File: src/rtl/dnn_pkg.sv
// rtl/dnn_pkg.sv - shared word type, Q1.15 limits and argmax state encoding
package dnn_pkg;

  localparam int WORD_W = 16;

  typedef logic signed [WORD_W-1:0] q_t;

  localparam q_t Q_MIN = 16'sh8000;
  localparam q_t Q_MAX = 16'sh7FFF;

  typedef enum logic [1:0] {
    ST_COLLECT,
    ST_SCAN,
    ST_OUT
  } argmax_state_e;

endpackage

File: src/rtl/output_argmax.sv
// rtl/output_argmax.sv - captures per-neuron scores, scans for the max, presents class on valid/ready
module output_argmax
  import dnn_pkg::*;
#(
  parameter int NUM_CLASSES = 10,
  parameter int IDX_WIDTH   = 4
) (
  input  logic                            clk,
  input  logic                            rst_n,
  input  logic [NUM_CLASSES-1:0]          neuron_done,
  input  logic [WORD_W*NUM_CLASSES-1:0]   neuron_result,
  output logic                            class_valid,
  input  logic                            class_ready,
  output logic [IDX_WIDTH-1:0]            class_idx,
  output logic signed [WORD_W-1:0]        class_score,
  output logic                            busy,
  output logic                            overrun
);

  localparam logic [IDX_WIDTH-1:0] LAST_PTR = IDX_WIDTH'(NUM_CLASSES - 1);

  argmax_state_e          state_q, state_d;
  logic [NUM_CLASSES-1:0] flags_q, flags_d;
  q_t                     score_q [NUM_CLASSES];
  q_t                     score_d [NUM_CLASSES];
  logic [IDX_WIDTH-1:0]   ptr_q, ptr_d;
  logic [IDX_WIDTH-1:0]   max_idx_q, max_idx_d;
  logic [IDX_WIDTH-1:0]   class_idx_q, class_idx_d;
  q_t                     max_q, max_d;
  q_t                     class_score_q, class_score_d;
  logic                   overrun_q, overrun_d;

  q_t   cand;
  logic cand_wins;

  // Strict greater-than keeps the earliest index on ties.
  assign cand      = score_q[ptr_q];
  assign cand_wins = cand > max_q;

  always_comb begin
    state_d       = state_q;
    flags_d       = flags_q;
    score_d       = score_q;
    ptr_d         = ptr_q;
    max_d         = max_q;
    max_idx_d     = max_idx_q;
    class_idx_d   = class_idx_q;
    class_score_d = class_score_q;
    overrun_d     = 1'b0;

    case (state_q)
      ST_COLLECT: begin
        for (int i = 0; i < NUM_CLASSES; i++) begin
          if (neuron_done[i]) begin
            flags_d[i] = 1'b1;
            score_d[i] = q_t'(neuron_result[WORD_W*i +: WORD_W]);
          end
        end
        if (&flags_d) begin
          state_d   = ST_SCAN;
          ptr_d     = '0;
          max_d     = Q_MIN;
          max_idx_d = '0;
        end
      end
      ST_SCAN: begin
        overrun_d = |neuron_done;
        if (cand_wins) begin
          max_d     = cand;
          max_idx_d = ptr_q;
        end
        ptr_d = ptr_q + 1'b1;
        if (ptr_q == LAST_PTR) begin
          class_idx_d   = cand_wins ? ptr_q : max_idx_q;
          class_score_d = cand_wins ? cand : max_q;
          flags_d       = '0;
          state_d       = ST_OUT;
        end
      end
      ST_OUT: begin
        overrun_d = |neuron_done;
        if (class_ready) state_d = ST_COLLECT;
      end
      default: state_d = ST_COLLECT;
    endcase
  end

  always_ff @(posedge clk or negedge rst_n) begin
    if (!rst_n) begin
      state_q       <= ST_COLLECT;
      flags_q       <= '0;
      for (int i = 0; i < NUM_CLASSES; i++) score_q[i] <= '0;
      ptr_q         <= '0;
      max_q         <= '0;
      max_idx_q     <= '0;
      class_idx_q   <= '0;
      class_score_q <= '0;
      overrun_q     <= 1'b0;
    end else begin
      state_q       <= state_d;
      flags_q       <= flags_d;
      score_q       <= score_d;
      ptr_q         <= ptr_d;
      max_q         <= max_d;
      max_idx_q     <= max_idx_d;
      class_idx_q   <= class_idx_d;
      class_score_q <= class_score_d;
      overrun_q     <= overrun_d;
    end
  end

  assign class_valid = (state_q == ST_OUT);
  assign busy        = (state_q != ST_COLLECT);
  assign overrun     = overrun_q;
  assign class_idx   = class_idx_q;
  assign class_score = class_score_q;

endmodule

File: config.mk
export PLATFORM = sky130hd
export DESIGN_NAME = output_argmax
export DESIGN_NICKNAME = d
export VERILOG_FILES = /design/src/rtl/dnn_pkg.sv /design/src/rtl/output_argmax.sv
export SDC_FILE = /design/constraint.sdc
export NUM_CORES = 1
export LEC_CHECK = 0
export ABC_AREA = 1
export CORE_ASPECT_RATIO = 0.75
export CORE_MARGIN = 5
export CORE_UTILIZATION = 45
export DETAILED_ROUTE_END_ITERATION = 8
export HOLD_SLACK_MARGIN = 0.06
export MAX_ROUTING_LAYER = met4
export PLACE_DENSITY = 0.7
export SYNTH_ARGS = -nofsm -noshare
export SYNTH_HDL_FRONTEND = slang
export SYNTH_SLANG_ARGS = --single-unit
export TNS_END_PERCENT = 1
File: constraint.sdc
create_clock -name clk -period 2.85 [get_ports clk]
set_input_delay 0.4275 -clock clk [delete_from_list [all_inputs] [get_ports clk]]
set_output_delay 0.4275 -clock clk [all_outputs]
set_load 0.01 [all_outputs]
==> run metrics <==
DR WL/cell=a little under 20 µm; ys async rst share=100.0%; cell internal pwr=10.78 mW; Fin. Hold Viols=0; Layout Utilization=between 50% and 60%; final setup vio count=39; antenna violations before repair=1; nets@finish=about 1500; Final Max Tran Viols=0; DRC viols=0; core outline area=between 0.02 and 0.025 mm²; R2R cell count=16; skew final=roughly 0.0084 ns; commonest non-fill, non-tap cell in the layout=dfrtp_1; Max-Cap Viols=0; Comb power frac=between 50% and 60%; sequential share of power=between 20% and 30%; crit-path max FO=21; WS Path Type=flop to flop; post-placement cell count=about 1600; clock network power share=between 10% and 20%; Worst-path clk slew=~0.060 ns; Unique masters post-synth=35; IO Pins=~200; Routed WL=about 31000 µm; Tightest Pin Transition=roughly 0.53 ns; RSZ-0062 raised after global routing=yes; Synth Cell Area=0.01077 mm²; Hold Path Class=input pin to async pin; die width=roughly 190 µm; commonest cells after routing, fill and taps aside=dfrtp_1, nand2_1, clkdlybuf4s50_1; DPL Wire Length=around 23000 µm; Cell Pwr Density=1283 mW/mm²; Overall Power=around 18 mW; clock tree root driver cell=clkbuf_16; Ys Warns=0; cts bufs inserted=22; largest net degree at the start of global routing=approximately 60; CTS Sinks=roughly 220; grt ovf=0; critical path startpoint category=flop; H-tree lvl count=1; min cycle time layout=2.929 ns; Fill cells=2001; ANT nets after route=0; port buffer count=just under 200; post-synthesis sequential area ratio=between 50% and 60%; Synth Flop Type=dfrtp_1; row count=between 40 and 50; number of synthesized flops with an enable pin=0; FMAX=about 0.34 GHz; synthesized area per cell=10.01 µm²; flop and latch count out of synthesis=around 220; worst hold slack=roughly 0.42 ns; Worst slew margin=between 60% and 70%; Leak=between 6 and 7 nW; Vias=about 8700; outcome=complete, but fails checks; Setup Buffers After CTS=0; 1st-iter DRT viols=around 760; first-pass GRT wire length=between 40000 and 50000 µm; Worst-Skew Late Latency=just over 0.5 ns; Critical Path End Type=flop; Initial Utilization=between 40% and 50%; GRT Overall Usage=between 20% and 30%; post-route insts no fill=around 1600; DR vias/cell=5.368; Pre-antenna DRT Iters=5; vias in the first global route=~9000; final worst slack=-0.07878 ns; Synth Net Count=roughly 1300; Switch Pwr=7.383 mW; final worst-path cycle share=102.8%; clk buf depth=3; Synth-to-Final Area Change=31.44%; share of layout cells above drive strength 1=24.54%; RD Place Congestion=~0.90; maximum vdd ir drop=0.8108 mV; Die Footprint=around 0.027 mm²; die height=between 100 and 150 µm; CTS tree=yes; worst path required time=3.25 ns; reg2reg end=max_idx_q[3]$_DFFE_PN0P_; FF-to-FF setup slack=-0.08 ns; violated checks=setup timing; RR Startpoint=ptr_q[1]$_DFFE_PN0P_; switch share=approximately two fifths; cells after synthesis=approximately 1100; pre-CTS setup slack=-0.001119 ns; CP arrival=~3.3 ns
[how the worst max path moves through the flow]
stage / from / to / slack, ns
floorplan: ptr_q[0]$_DFFE_PN0P_ / max_idx_q[3]$_DFFE_PN0P_ / 0.42
global placement: ptr_q[1]$_DFFE_PN0P_ / max_idx_q[3]$_DFFE_PN0P_ / 0.03
detailed placement: ptr_q[0]$_DFFE_PN0P_ / class_idx[3]$_DFFE_PN0P_ / -0.001
CTS: ptr_q[0]$_DFFE_PN0P_ / class_score[15]$_DFFE_PN0P_ / -0.0003
global route: ptr_q[0]$_DFFE_PN0P_ / max_idx_q[3]$_DFFE_PN0P_ / -0.24
finish: ptr_q[1]$_DFFE_PN0P_ / max_idx_q[3]$_DFFE_PN0P_ / -0.08
[repair_timing]
action	CTS	global route
gates resized for setup	2	4
pin swaps	1	2
cloned	1	0
setup endpoints to repair	6	40
endpoints found under the hold margin	41	0
hold buffers	1	0
[metrics by stage]
stage	area (µm²)	setup TNS, ns
final	14150	-1.259
after global routing	14150	-7.205
after CTS	14130	-0.0003428
after detailed placement	13270	-0.001893
after global placement	13270	0
after floorplan	10770	0
[final cells by class]
type / count / area (µm²) / area share (%)
sequential: 217 / 5433 / 38.38
multi-input combinational: 742 / 4765 / 33.66
timing repair buffer: 250 / 2532 / 17.89
clock buffer: 31 / 665.6 / 4.703
tap: 306 / 382.9 / 2.705
inverter: 59 / 224.0 / 1.582
clock inverter: 9 / 150.1 / 1.061
antenna: 1 / 2.502 / 0.01768
[logic make-up (layout without fill, tap and decap cells)]
| group | after synthesis | count (layout) | synth area share [%] |
|---|---|---|---|
| compound gates | 126 | 126 | 6.762 |
| xor+xnor | 1 | 1 | 0.08134 |
| fa+ha+maj | 21 | 21 | 2.440 |
| buf+inv | 117 | 349 | 5.472 |
| flops | 217 | 217 | 50.42 |
| mux | 159 | 159 | 16.63 |
| other cells | 0 | 1 | 0 |
| simple gates | 435 | 435 | 18.19 |
[flip-flops by register name, summed over array words and instances (netlist names)]
signal / count
max_idx_q: 4
score_q: 160
overrun: 1
state_q: 2
class_idx: 4
ptr_q: 4
flags_q: 10
class_score: 16
max_q: 16
[routing by layer]
layer	part of all wire, %	global-route usage (%)	up-vias
li1	-	-	4053
met1	46	33.01	4213
met2	42	34.42	347
met4	2.6	5.711	0
met3	8.6	6.153	56
met5	0	-	-
[power groups by stage]
| stage | combinational (mW) | sequential (mW) | clock, mW |
|---|---|---|---|
| after CTS | 9.40 | 5.39 | 3.27 |
| after detailed placement | 9.26 | 5.41 | 0 |
| after floorplan | 6.62 | 5.10 | 0 |
| final | 9.54 | 5.41 | 3.22 |
| after global routing | 10.6 | 5.55 | 3.40 |
| after global placement | 9.05 | 5.40 | 0 |
[cells in the mapped netlist, types with 2 or more instances]
library cell  instances  area, µm²
inv_1                39      146.4
nand3_1              65      325.3
nor3_1                2      10.01
dfrtp_1             217       5430
nand4_2              15      187.7
o21ai_1              26      130.1
nor2_1              115      431.7
buf_1                 2      7.510
clkbuf_1              6      22.52
inv_2                20      75.07
nor4_1                2      12.51
nand4_1               6      37.54
o211ai_1             30      225.2
nand2_1             202      758.2
o21ai_0              47      235.2
or2_2                 2      12.51
nand2_2              22      137.6
buf_6                 6      67.56
a21boi_0              2      15.01
buf_2                24      120.1
a21oi_1              14      70.07
mux2_2              159       1790
ha_1                 21      262.8
buf_4                20      150.1
nand3_2               2      20.02
[worst max-delay path: stages (launching register included)]
cell and delay [ns]:
dfrtp_2 0.53, buf_12 0.19, o21ai_0 0.10, o211ai_1 0.41, nand3_1 0.15, nand2_2 0.12, ha_1 0.24, a21o_1 0.16
nor2_1 0.10, nand2_1 0.06, nand2_1 0.08, nand2_1 0.06, nand2_2 0.09, buf_12 0.18, nand4_1 0.14, nand3_1 0.11
o21ai_1 0.06
Power figures use the tool's default switching activity.
